==> config.mk <==
export PLATFORM = sky130hd
export DESIGN_NAME = output_port_allocator
export DESIGN_NICKNAME = d
export VERILOG_FILES = /design/src/rtl/output_port_allocator.sv
export SDC_FILE = /design/constraint.sdc
export NUM_CORES = 1
export LEC_CHECK = 0
export CAP_MARGIN = 5
export CORE_ASPECT_RATIO = 1.4
export CORE_MARGIN = 8
export CORE_UTILIZATION = 43
export CTS_BUF_LIST = sky130_fd_sc_hd__clkbuf_8 sky130_fd_sc_hd__clkbuf_16
export CTS_CLUSTER_SIZE = 28
export DETAILED_ROUTE_END_ITERATION = 6
export GPL_TIMING_DRIVEN = 0
export PLACE_DENSITY_LB_ADDON = 0.3
export SETUP_SLACK_MARGIN = 0.5
export SYNTH_ARGS = -nofsm -noshare
export SYNTH_HDL_FRONTEND = slang
export SYNTH_SLANG_ARGS = --single-unit
==> constraint.sdc <==
create_clock -name clk -period 12.45 [get_ports clk]
set_input_delay 2.49 -clock clk [delete_from_list [all_inputs] [get_ports clk]]
set_output_delay 2.49 -clock clk [all_outputs]
set_load 0.03 [all_outputs]
==> src/rtl/output_port_allocator.sv <==
// Output-port allocator: round-robin across inputs, locks the output to one input for a whole packet, credit-gated.
// Latency: grant is combinational from req in the same cycle; state, pointer and credits update on the next edge.
// Backpressure: no grant while credits==0 or, when locked, while the owner has no flit; competing inputs simply wait.
module output_port_allocator #(
    parameter int N          = 5,
    parameter int CREDIT_MAX = 4,
    localparam int CW        = $clog2(CREDIT_MAX + 1),
    localparam int PW        = (N > 1) ? $clog2(N) : 1
) (
    input  logic          clk,
    input  logic          reset_n,
    input  logic [N-1:0]  req,
    input  logic [N-1:0]  tail,
    input  logic          credit_in,
    output logic [N-1:0]  grant,
    output logic          valid_out,
    output logic [CW-1:0] credits,
    output logic          locked
);

    typedef enum logic {IDLE, LOCKED} state_t;

    state_t        state;
    logic [PW-1:0] ptr;
    logic [PW-1:0] owner;
    logic [PW-1:0] win_idx;
    logic          win_vld;
    logic          transfer;

    function automatic logic [PW-1:0] next_idx(input logic [PW-1:0] i);
        int n;
        n = int'(i) + 1;
        if (n >= N) n = 0;
        return PW'(n);
    endfunction

    // Scan from the highest offset down so the lowest offset from ptr wins.
    always_comb begin
        int idx;
        idx     = 0;
        win_vld = 1'b0;
        win_idx = '0;
        for (int k = N - 1; k >= 0; k--) begin
            idx = int'(ptr) + k;
            if (idx >= N) idx = idx - N;
            if (req[idx]) begin
                win_vld = 1'b1;
                win_idx = PW'(idx);
            end
        end
    end

    // Reset is an asynchronous input, so it also forces grant low combinationally.
    always_comb begin
        grant = '0;
        if (reset_n && credits != '0) begin
            if (state == IDLE) begin
                if (win_vld) grant[win_idx] = 1'b1;
            end else if (req[owner]) begin
                grant[owner] = 1'b1;
            end
        end
    end

    assign transfer  = |grant;
    assign valid_out = transfer;

    always_ff @(posedge clk or negedge reset_n) begin
        if (!reset_n) begin
            state   <= IDLE;
            ptr     <= '0;
            owner   <= '0;
            credits <= CW'(CREDIT_MAX);
            locked  <= 1'b0;
        end else begin
            if (transfer && !credit_in)
                credits <= credits - CW'(1);
            else if (!transfer && credit_in && credits != CW'(CREDIT_MAX))
                credits <= credits + CW'(1);

            if (transfer) begin
                if (state == IDLE) begin
                    if (tail[win_idx]) begin
                        ptr <= next_idx(win_idx);
                    end else begin
                        state  <= LOCKED;
                        owner  <= win_idx;
                        locked <= 1'b1;
                    end
                end else if (tail[owner]) begin
                    state  <= IDLE;
                    locked <= 1'b0;
                    ptr    <= next_idx(owner);
                end
            end
        end
    end

endmodule

* Word-level counts from Yosys, hierarchy flattened
Cells that the tools add are included.
** Storage, ports and cells
- Bits in registers :: 11
- Input bits :: 13
- Output and inout port bits :: 10
** Cells by class
- Add/sub/neg operators :: 13
- Magnitude comparators :: 16
- Equality and inequality tests :: 3
- Multiplexer cells :: 57
- Bitwise gates (word level) :: 2
- Reductions and logical operators :: 15
** Operators by type and width (count)
- less-than comparator 32 x 5 -> 1 bit, second input constant :: 5
- two-way mux 32 bit :: 5
- two-way mux 3 bit :: 12
- two-way mux 1 bit :: 26
- binary-select mux 1 bit (select 3 bit) :: 8
- greater-or-equal comparator 4 x 3 -> 1 bit, second input constant :: 6
- two-way mux 5 bit :: 4
- subtractor 4 x 3 -> 5 bit, second input constant :: 4
- adder 3 x 1 -> 4 bit, second input constant :: 3
- AND reduction 3 bit :: 3
- adder 3 x 2 -> 4 bit, second input constant :: 2
- less-than comparator 3 x 4 -> 1 bit, second input constant :: 2
- demux 1 bit (select 3 bit) :: 2
- greater-or-equal comparator 3 x 1 -> 1 bit, second input constant :: 2
- logical AND 1 bit :: 6
- OR reduction 5 bit :: 1
- adder 3 x 3 -> 4 bit, second input constant :: 1
- nonzero test 2 bit :: 2
- subtractor 3 x 3 -> 4 bit, second input constant :: 1
- adder 3 x 1 -> 3 bit, second input constant :: 1
- greater-or-equal comparator 3 bit, second input constant :: 1
- inequality test 3 bit, second input constant :: 1
- nonzero test 3 bit :: 1
- subtractor 3 x 1 -> 3 bit, second input constant :: 1
- other kinds (4) :: 6

* Depth between registers and ports, before layout
Gate-level depths: netlist (run 1).
- Depth in word-level cells :: 24
- Gate-level depth with buffers :: 23
- Mapped depth without buffers :: 21

* Worst setup path before layout (run 1)
OpenSTA, ideal clock, no wires.
- Path kind :: input to output
- From :: input port req[1]
- To :: output port valid_out
- Arrival time :: 4.869 ns
- Data required time :: 9.960 ns
- Path slack :: 5.091 ns
- Cell stages on the path :: 12
- Buffers on the path :: 2
- Cell sequence :: clkbuf_1 > nor3b_1 > mux2_2 > a2111oi_4 > nand2_1 > a21boi_0 > a32oi_2 > and3b_1 > a32oi_1 > and4_1 > buf_6 > inv_4
** On the way
- Cells in the longest elaborated chain, start to end :: 16
- Elaborated cells between the ends (all ways) :: 37
- Those cells by class :: 2 x order compare; 33 x mux; 2 x reduce/logical
** RTL lines
- start: declaration :: RTL line 12 : input logic [N-1:0] req,
- binary-select mux 1 bit (select 3 bit) :: RTL line 46 : if (req[idx]) begin
- two-way mux 1 bit (implied by the code) (2 in series) :: RTL line 46
- two-way mux 3 bit (5 in series) :: RTL line 46
- less-than comparator 3 x 4 -> 1 bit (implied by the code) / greater-or-equal comparator 3 x 1 -> 1 bit (equally long branches) :: RTL line 58 : if (win_vld) grant[win_idx] = 1'b1;
- logical AND 1 bit (implied by the code) :: RTL line 58
- two-way mux 1 bit (implied by the code) :: RTL line 58
- demux 1 bit (select 3 bit) :: RTL line 58
- two-way mux 5 bit :: RTL line 58
- two-way mux 5 bit (*) :: RTL line 57 : if (state == IDLE) begin
- two-way mux 5 bit (*) :: RTL line 56 : if (reset_n && credits != '0) begin
- OR reduction 5 bit (*) :: RTL line 65 : assign transfer = |grant;
- end: declaration :: RTL line 16 : output logic valid_out,
Every way passes the cells marked *; elsewhere a longest branch is shown, timed or not. The select of a mux whose other input is x is not followed.

* Worst setup path in the final report (run 1)
- From :: input port req[3]
- To :: output port valid_out
The elaborated chain is that of the path after synthesis.

==> results of run 1 <==
[path summary, 6_finish.rpt]
kind                              endpoint     from  slack (ns)
min in group asynchronous       credits[0]  reset_n        2.62
worst max-delay path             valid_out   req[3]        3.41
worst min-delay path                locked   locked        0.49
worst min register to register      locked   locked        0.49
worst max register to register  credits[2]   ptr[1]        7.05
max in group asynchronous       credits[2]  reset_n        9.47
[cells by family after synthesis]
kind of cell / after synthesis
AOI/OAI and AO/OA: 94
xor gates and xnor gates: 7
adders and majority gates: 16
buffers and inverters: 45
DFF: 11
muxes: 22
and+or+nand+nor: 99
[per-stage QoR]
| step | cell area (µm²) | std cells |
|---|---|---|
| 6_report | 2601 | 383 |
| 2_1_floorplan | 2283 | 294 |
| 3_5_place_dp | 2556 | 379 |
| 4_1_cts | 2601 | 383 |
| 3_3_place_gp | 2556 | 379 |
| 5_1_grt | 2601 | 383 |
[worst max-delay path, stage by stage]
cell and delay (ns):
sky130_fd_sc_hd__clkdlybuf4s50_1 0.48, sky130_fd_sc_hd__clkbuf_1 0.40, sky130_fd_sc_hd__mux2_2 0.29, sky130_fd_sc_hd__a22oi_1 0.08, sky130_fd_sc_hd__mux2_2 0.29, sky130_fd_sc_hd__a21boi_0 0.33, sky130_fd_sc_hd__a21boi_0 0.18, sky130_fd_sc_hd__a32oi_2 0.48
sky130_fd_sc_hd__and3b_1 0.25, sky130_fd_sc_hd__a32oi_1 0.23, sky130_fd_sc_hd__and4_1 0.24, sky130_fd_sc_hd__buf_6 0.15, sky130_fd_sc_hd__inv_4 0.06, sky130_fd_sc_hd__clkdlybuf4s50_1 0.60
[metal layers]
| metal | vias to the layer above | track usage |
|---|---|---|
| met5 | - | 0 |
| met4 | 0 | 0.09038 |
| met3 | 22 | 0.01849 |
| met2 | 82 | 0.3088 |
| met1 | 1144 | 0.1874 |
| li1 | 1146 | - |
[area by class of cell]
cell class,instances,share of cell area
Multi-Input combinational cell,238,0.6917
Sequential cell,11,0.1063
Timing Repair Buffer,19,0.07311
Clock buffer,3,0.01587
Inverter,26,0.03848
Tap cell,66,0.03175
Clock inverter,1,0.001443
Buffer,19,0.04137
[registers in the layout, summed over array words and instances (netlist names)]
register	cells
locked	1
credits	3
owner	3
state	1
ptr	3
[cells in the final DEF, fill, tap and decap left out, types with 5 or more instances in the layout]
| master | n |
|---|---|
| sky130_fd_sc_hd__a21oi_1 | 15 |
| sky130_fd_sc_hd__and3_1 | 5 |
| sky130_fd_sc_hd__buf_2 | 5 |
| sky130_fd_sc_hd__clkbuf_1 | 9 |
| sky130_fd_sc_hd__clkdlybuf4s50_1 | 19 |
| sky130_fd_sc_hd__dfrtp_1 | 10 |
| sky130_fd_sc_hd__ha_1 | 15 |
| sky130_fd_sc_hd__inv_1 | 25 |
| sky130_fd_sc_hd__mux2_2 | 8 |
| sky130_fd_sc_hd__mux2i_1 | 13 |
| sky130_fd_sc_hd__nand2_1 | 18 |
| sky130_fd_sc_hd__nand2b_1 | 10 |
| sky130_fd_sc_hd__nand3_1 | 10 |
| sky130_fd_sc_hd__nor2_1 | 18 |
| sky130_fd_sc_hd__nor3b_1 | 5 |
| sky130_fd_sc_hd__o21ai_0 | 19 |
| sky130_fd_sc_hd__xnor2_1 | 6 |
==> summary.md, run 1 <==
### Timing
• **# setup viols final** 0
• **Max-Slew Margin vs Limit** 0.6196
• **unrepaired setup endpoints after global routing** false
• **worst hold margin** 0.4914 ns
• **Period minus WS final** 9.042 ns
• **Hold Vio Cnt, Final** 0
• **slew at the pin closest to its max-slew limit** 0.5647 ns
• **worst-case setup margin in the final layout** 3.408 ns
• **share of the clock period used by the worst path after layout** 0.7263
• **clk_skew** 0.002703 ns
• **FMAX** 110.6 MHz
• **setup_tns** 0 ns
• **final-report max-slew violation count** 0

### Clock network
• **count of buffers added by post-CTS timing repair for setup** 0
• **quantity of hold-fixing buffers added after cts** 0
• **number of levels in the clock H-tree** 1
• **number of buffers on the longest clock path** 2
• **clock latency reported for the late side of the worst-skew pair** 0.23 ns
• **number of clock sinks** 11
• **clock-pin transition on the worst setup and hold timing paths** 0.05 ns
• **post-CTS sizing** 0
• **Num CTS Buffers** 3
• **TritonCTS clock tree** done
• **Root Buffer** sky130_fd_sc_hd__clkbuf_8

### Global route
• **maximum number of pins on one net before global-route repair** 14
• **antenna violations before repair** 0
• **via count of the first global-routing pass** 2438
• **global-route total usage across every layer** 0.1694
• **Remaining Overflow, GRT** 0
• **global-route wire length before repair** 11.29 mm

### Floorplan
• **Core Rows** 31
• **Core ar.** 5159 µm²
• **die boundary height** 102.2 µm
• **I/O pin cnt** 23
• **Die Width** 77.59 µm
• **Initial Util** 0.4426
• **full die area** 7932 µm²

### Placement
• **placement-stage worst setup slack** 3.412 ns
• **post-detailed-placement half-perimeter wirelength** 5.217 mm
• **number of port buffers** 19
• **Placer Congestion** 0.9478

### Routing
• **DRC viols** 0
• **wire length on met3** 313 µm
• **Routed WL per cell** 17.51 µm
• **detailed-route vias per instance** 6.251
• **remaining antenna violation count after routing** 0
• **metal2 WL** 3.407 mm
• **vias after detailed routing** 2394
• **First-pass DRT Iterations** 4
• **Highest Signal Layer** met4
• **met1 wire length** 2.721 mm
• **final wirelength** 6.705 mm
• **drt first-iter violations** 191

### Final layout
• **footprint of the flip-flops and latches** 276.5 µm²
• **number of nets in the finished design** 347
• **share of cells above drive strength 1** 0.1230
• **Area Growth Syn to Fin** 13.92%
• **final-layout fill cell count** 512
• **multi-input logic area** 1799 µm²
• **number of inserted diodes** 0
• **Util after Layout** 0.5042

### Logic synthesis
• **share of the synthesized area in compound gates (AO/OA/AOI/OAI)** 0.3173
• **number of warnings printed during yosys synthesis** 0
• **Post-synth top cells** sky130_fd_sc_hd__inv_1, sky130_fd_sc_hd__o21ai_0, sky130_fd_sc_hd__nand2_1, sky130_fd_sc_hd__nor2_1
• **proportion of synthesized area in mux cells** 0.1014
• **sequential area share after synthesis** 0.1211
• **fraction of synthesis flops using an asynchronous set or reset pin** 1.000
• **synthesized cell area** 2283 µm²
• **number of storage elements in the synthesis netlist** 11
• **Unique masters post-synth** 70
• **most frequent cell after synthesis** sky130_fd_sc_hd__inv_1
• **Yosys top cell area share** 0.1096
• **largest cells by area after synthesis** sky130_fd_sc_hd__dfrtp_1, sky130_fd_sc_hd__ha_1, sky130_fd_sc_hd__mux2i_1
• **area share of xor/xnor cells in the synthesized design** 0.03507
• **prevailing post-synth register cell** sky130_fd_sc_hd__dfrtp_1
• **largest family of logic cells by synthesized area** compound AO/OA/AOI/OAI gates
• **Post-Syn Instances** 294
• **synthesized-area fraction occupied by and/or/nand/nor cells** 0.2433
• **dominant cell type by area after synthesis** sky130_fd_sc_hd__dfrtp_1
• **average size of a mapped cell** 7.767 µm²
• **count of flip-flops with a built-in enable after synthesis** 0
• **Post-Synthesis Net Count** 323
• **adder-cell area share of the yosys netlist** 0.09096

### Worst setup path
• **endpoint arrival time on the critical path** 6.55 ns
• **CP max FO** 10
• **Setup CP Type** input port to primary output
• **crit path launch type** input port
• **kind of end point of the critical path** primary output
• **cell count of the worst reg-to-reg path** 20
• **data required time at the worst endpoint** 9.96 ns

### Run status
• **outcome** completed

### Worst hold path
• **Hold WC Path Type** register to register
• **cell depth of the worst hold path** 1

### Run
• **Maximum Capacitance Violations** 0

Power of run 1 is not shown: default switching activity piles up to over one toggle a cycle in this logic, so the estimate is an artifact.
==> run 2, diff against run 1 <==
Clock period 12.45 ns to 8.3 ns, I/O delays scaled along.
==> results of run 2 <==
The final DEF is identical to that of run 1. Status: completed.
Main changes from that run: setup slack after placement 3.412 ns -> 0.9223 ns; setup slack after layout 3.408 ns -> 0.9177 ns; register-to-register setup slack 7.05 ns -> 2.90 ns
Power of run 2 is left out for the same reason.
==> run 3, diff against run 2 <==
Settings changed: RECOVER_POWER set to 100.
==> summary.md, run 3 (synthesized netlist as in run 1, its figures left out) <==
### Routing
• **Routed WL per cell** 17.45 µm
• **DRC viols** 1
• **detailed-route vias per instance** 6.245
• **First-pass DRT Iterations** 6
• **vias after detailed routing** 2392
• **final wirelength** 6.684 mm
• **remaining antenna violation count after routing** 0
• **drt first-iter violations** 224

### Worst setup path
• **slowest cell on the critical path** sky130_fd_sc_hd__a311oi_1
• **crit path launch type** input port
• **kind of end point of the critical path** primary output
• **endpoint arrival time on the critical path** 5.97 ns
• **crit path from** req[3]
• **Setup CP Type** input port to primary output
• **cell class contributing the biggest share of worst-path delay** buffers and inverters
• **total buffers and inverters traversed by the critical path** 5
• **Max stage delay on crit path** 0.73 ns
• **CP max FO** 10
• **Top cell by count, worst path** sky130_fd_sc_hd__mux2_2
• **critical path, cell by cell** dlygate4sd3_1, clkbuf_1, mux2_2, a22oi_1, mux2_2, a21boi_0, a21oi_1, a311oi_1, and2_1, o221ai_1, and4_1, buf_6, inv_4, clkdlybuf4s50_1
• **startpoint of the most critical register-to-register path** ptr[1]
• **data required time at the worst endpoint** 6.64 ns

### Floorplan
• **I/O pin cnt** 23
• **Core ar.** 5159 µm²
• **full die area** 7932 µm²
• **Die Width** 77.59 µm
• **Core Rows** 31
• **die boundary height** 102.2 µm
• **Initial Util** 0.4426

### Worst hold path
• **Hold WC Path Type** register to register
• **Hold Startpoint** locked

### Placement
• **placed insts** 379
• **number of port buffers** 19
• **Placer Congestion** 0.9478
• **post-detailed-placement half-perimeter wirelength** 5.217 mm

### Run status
• **violated checks** design-rule violations
• **outcome** finished with violations

### Final layout
• **most frequent standard cell in the layout excluding fill and tap cells** sky130_fd_sc_hd__inv_1
• **number of nets in the finished design** 347
• **share of cells above drive strength 1** 0.1104
• **final cell count without fillers** 383
• **number of inserted diodes** 0
• **Top Registers** credits x3, owner x3, ptr x3
• **most frequent cells in the layout** sky130_fd_sc_hd__inv_1, sky130_fd_sc_hd__o21ai_0, sky130_fd_sc_hd__nor2_1, sky130_fd_sc_hd__nand2_1
• **final-layout fill cell count** 517
• **Area Growth Syn to Fin** 13.04%

### Global route
• **global-route total usage across every layer** 0.1694
• **via count of the first global-routing pass** 2438
• **global-route wire length before repair** 11.29 mm
• **Remaining Overflow, GRT** 0
• **antenna violations before repair** 0
• **maximum number of pins on one net before global-route repair** 14

### Clock network
• **post-CTS sizing** 0
• **TritonCTS clock tree** done
• **quantity of hold-fixing buffers added after cts** 0
• **clock latency reported for the late side of the worst-skew pair** 0.24 ns
• **Num CTS Buffers** 3
• **number of clock sinks** 11
• **clock-pin transition on the worst setup and hold timing paths** 0.05 ns
• **number of levels in the clock H-tree** 1
• **number of buffers on the longest clock path** 2
• **Root Buffer** sky130_fd_sc_hd__clkbuf_8
• **count of buffers added by post-CTS timing repair for setup** 0

### Timing
• **share of the clock period used by the worst path after layout** 0.9193
• **slew at the pin closest to its max-slew limit** 0.8257 ns
• **Period minus WS final** 7.630 ns
• **worst hold margin** 0.4813 ns
• **# setup viols final** 0
• **clk_skew** 0.001738 ns
• **Max-Slew Margin vs Limit** 0.4458
• **Hold Vio Cnt, Final** 0
• **FMAX** 131.1 MHz
• **final-report max-slew violation count** 0
• **setup_tns** 0 ns
• **unrepaired setup endpoints after global routing** false

### Run
• **Maximum Capacitance Violations** 0

[run 3: worst reg2reg max path: stages (launching register included)]
cell and delay, ns:
sky130_fd_sc_hd__dfrtp_1 0.51, sky130_fd_sc_hd__buf_2 0.31, sky130_fd_sc_hd__inv_1 0.19, sky130_fd_sc_hd__ha_1 0.43, sky130_fd_sc_hd__buf_2 0.26, sky130_fd_sc_hd__buf_2 0.29
sky130_fd_sc_hd__a22oi_1 0.12, sky130_fd_sc_hd__mux2_2 0.29, sky130_fd_sc_hd__a21boi_0 0.33, sky130_fd_sc_hd__a21oi_1 0.12, sky130_fd_sc_hd__a311oi_1 0.73, sky130_fd_sc_hd__and2_1 0.30
sky130_fd_sc_hd__o221ai_1 0.14, sky130_fd_sc_hd__and4_1 0.18, sky130_fd_sc_hd__buf_6 0.14, sky130_fd_sc_hd__inv_4 0.09, sky130_fd_sc_hd__nand2b_1 0.10, sky130_fd_sc_hd__fa_1 0.40
sky130_fd_sc_hd__nand2b_1 0.17, sky130_fd_sc_hd__or3_1 0.35, sky130_fd_sc_hd__o211a_1 0.13
[run 3: routing by layer]
| metal | share of wire | GRT usage | wire [µm] |
|---|---|---|---|
| met5 | 0 | 0 | 0 |
| met4 | 0.044 | 0.09038 | 296 |
| met3 | 0.043 | 0.01849 | 290 |
| met2 | 0.51 | 0.3088 | 3382 |
| met1 | 0.41 | 0.1874 | 2713 |
[run 3: per-stage QoR]
step	setup WS, ns	util	instance area [µm²]
4_1_cts	0.9219	0.5042	2601
6_report	0.6696	0.5004	2581
3_3_place_gp	0.9171	0.4955	2556
3_5_place_dp	0.9223	0.4955	2556
2_1_floorplan	2.601	-	2283
5_1_grt	0.3494	0.5004	2581
[run 3: path summary, 6_finish.rpt]
path                       slack [ns]          to  cells past startpoint
setup / recovery                 0.67   valid_out                     14
hold reg to reg                  0.48      locked                      1
max in group asynchronous        6.08  credits[2]                      1
min in group asynchronous        1.85  credits[0]                      1
setup reg to reg                 2.66  credits[2]                     20
hold / removal                   0.48      locked                      1
[run 3: area by class of cell]
class | count | area [µm²] | share of cell area
Clock inverter | 1 | 3.754 | 0.001454
Inverter | 26 | 100.1 | 0.03878
Clock buffer | 3 | 41.29 | 0.01600
Multi-Input combinational cell | 238 | 1779 | 0.6893
Sequential cell | 11 | 276.5 | 0.1071
Buffer | 19 | 107.6 | 0.04169
Timing Repair Buffer | 19 | 190.2 | 0.07368
Tap cell | 66 | 82.58 | 0.03199
Power of run 3 is left out for the same reason.
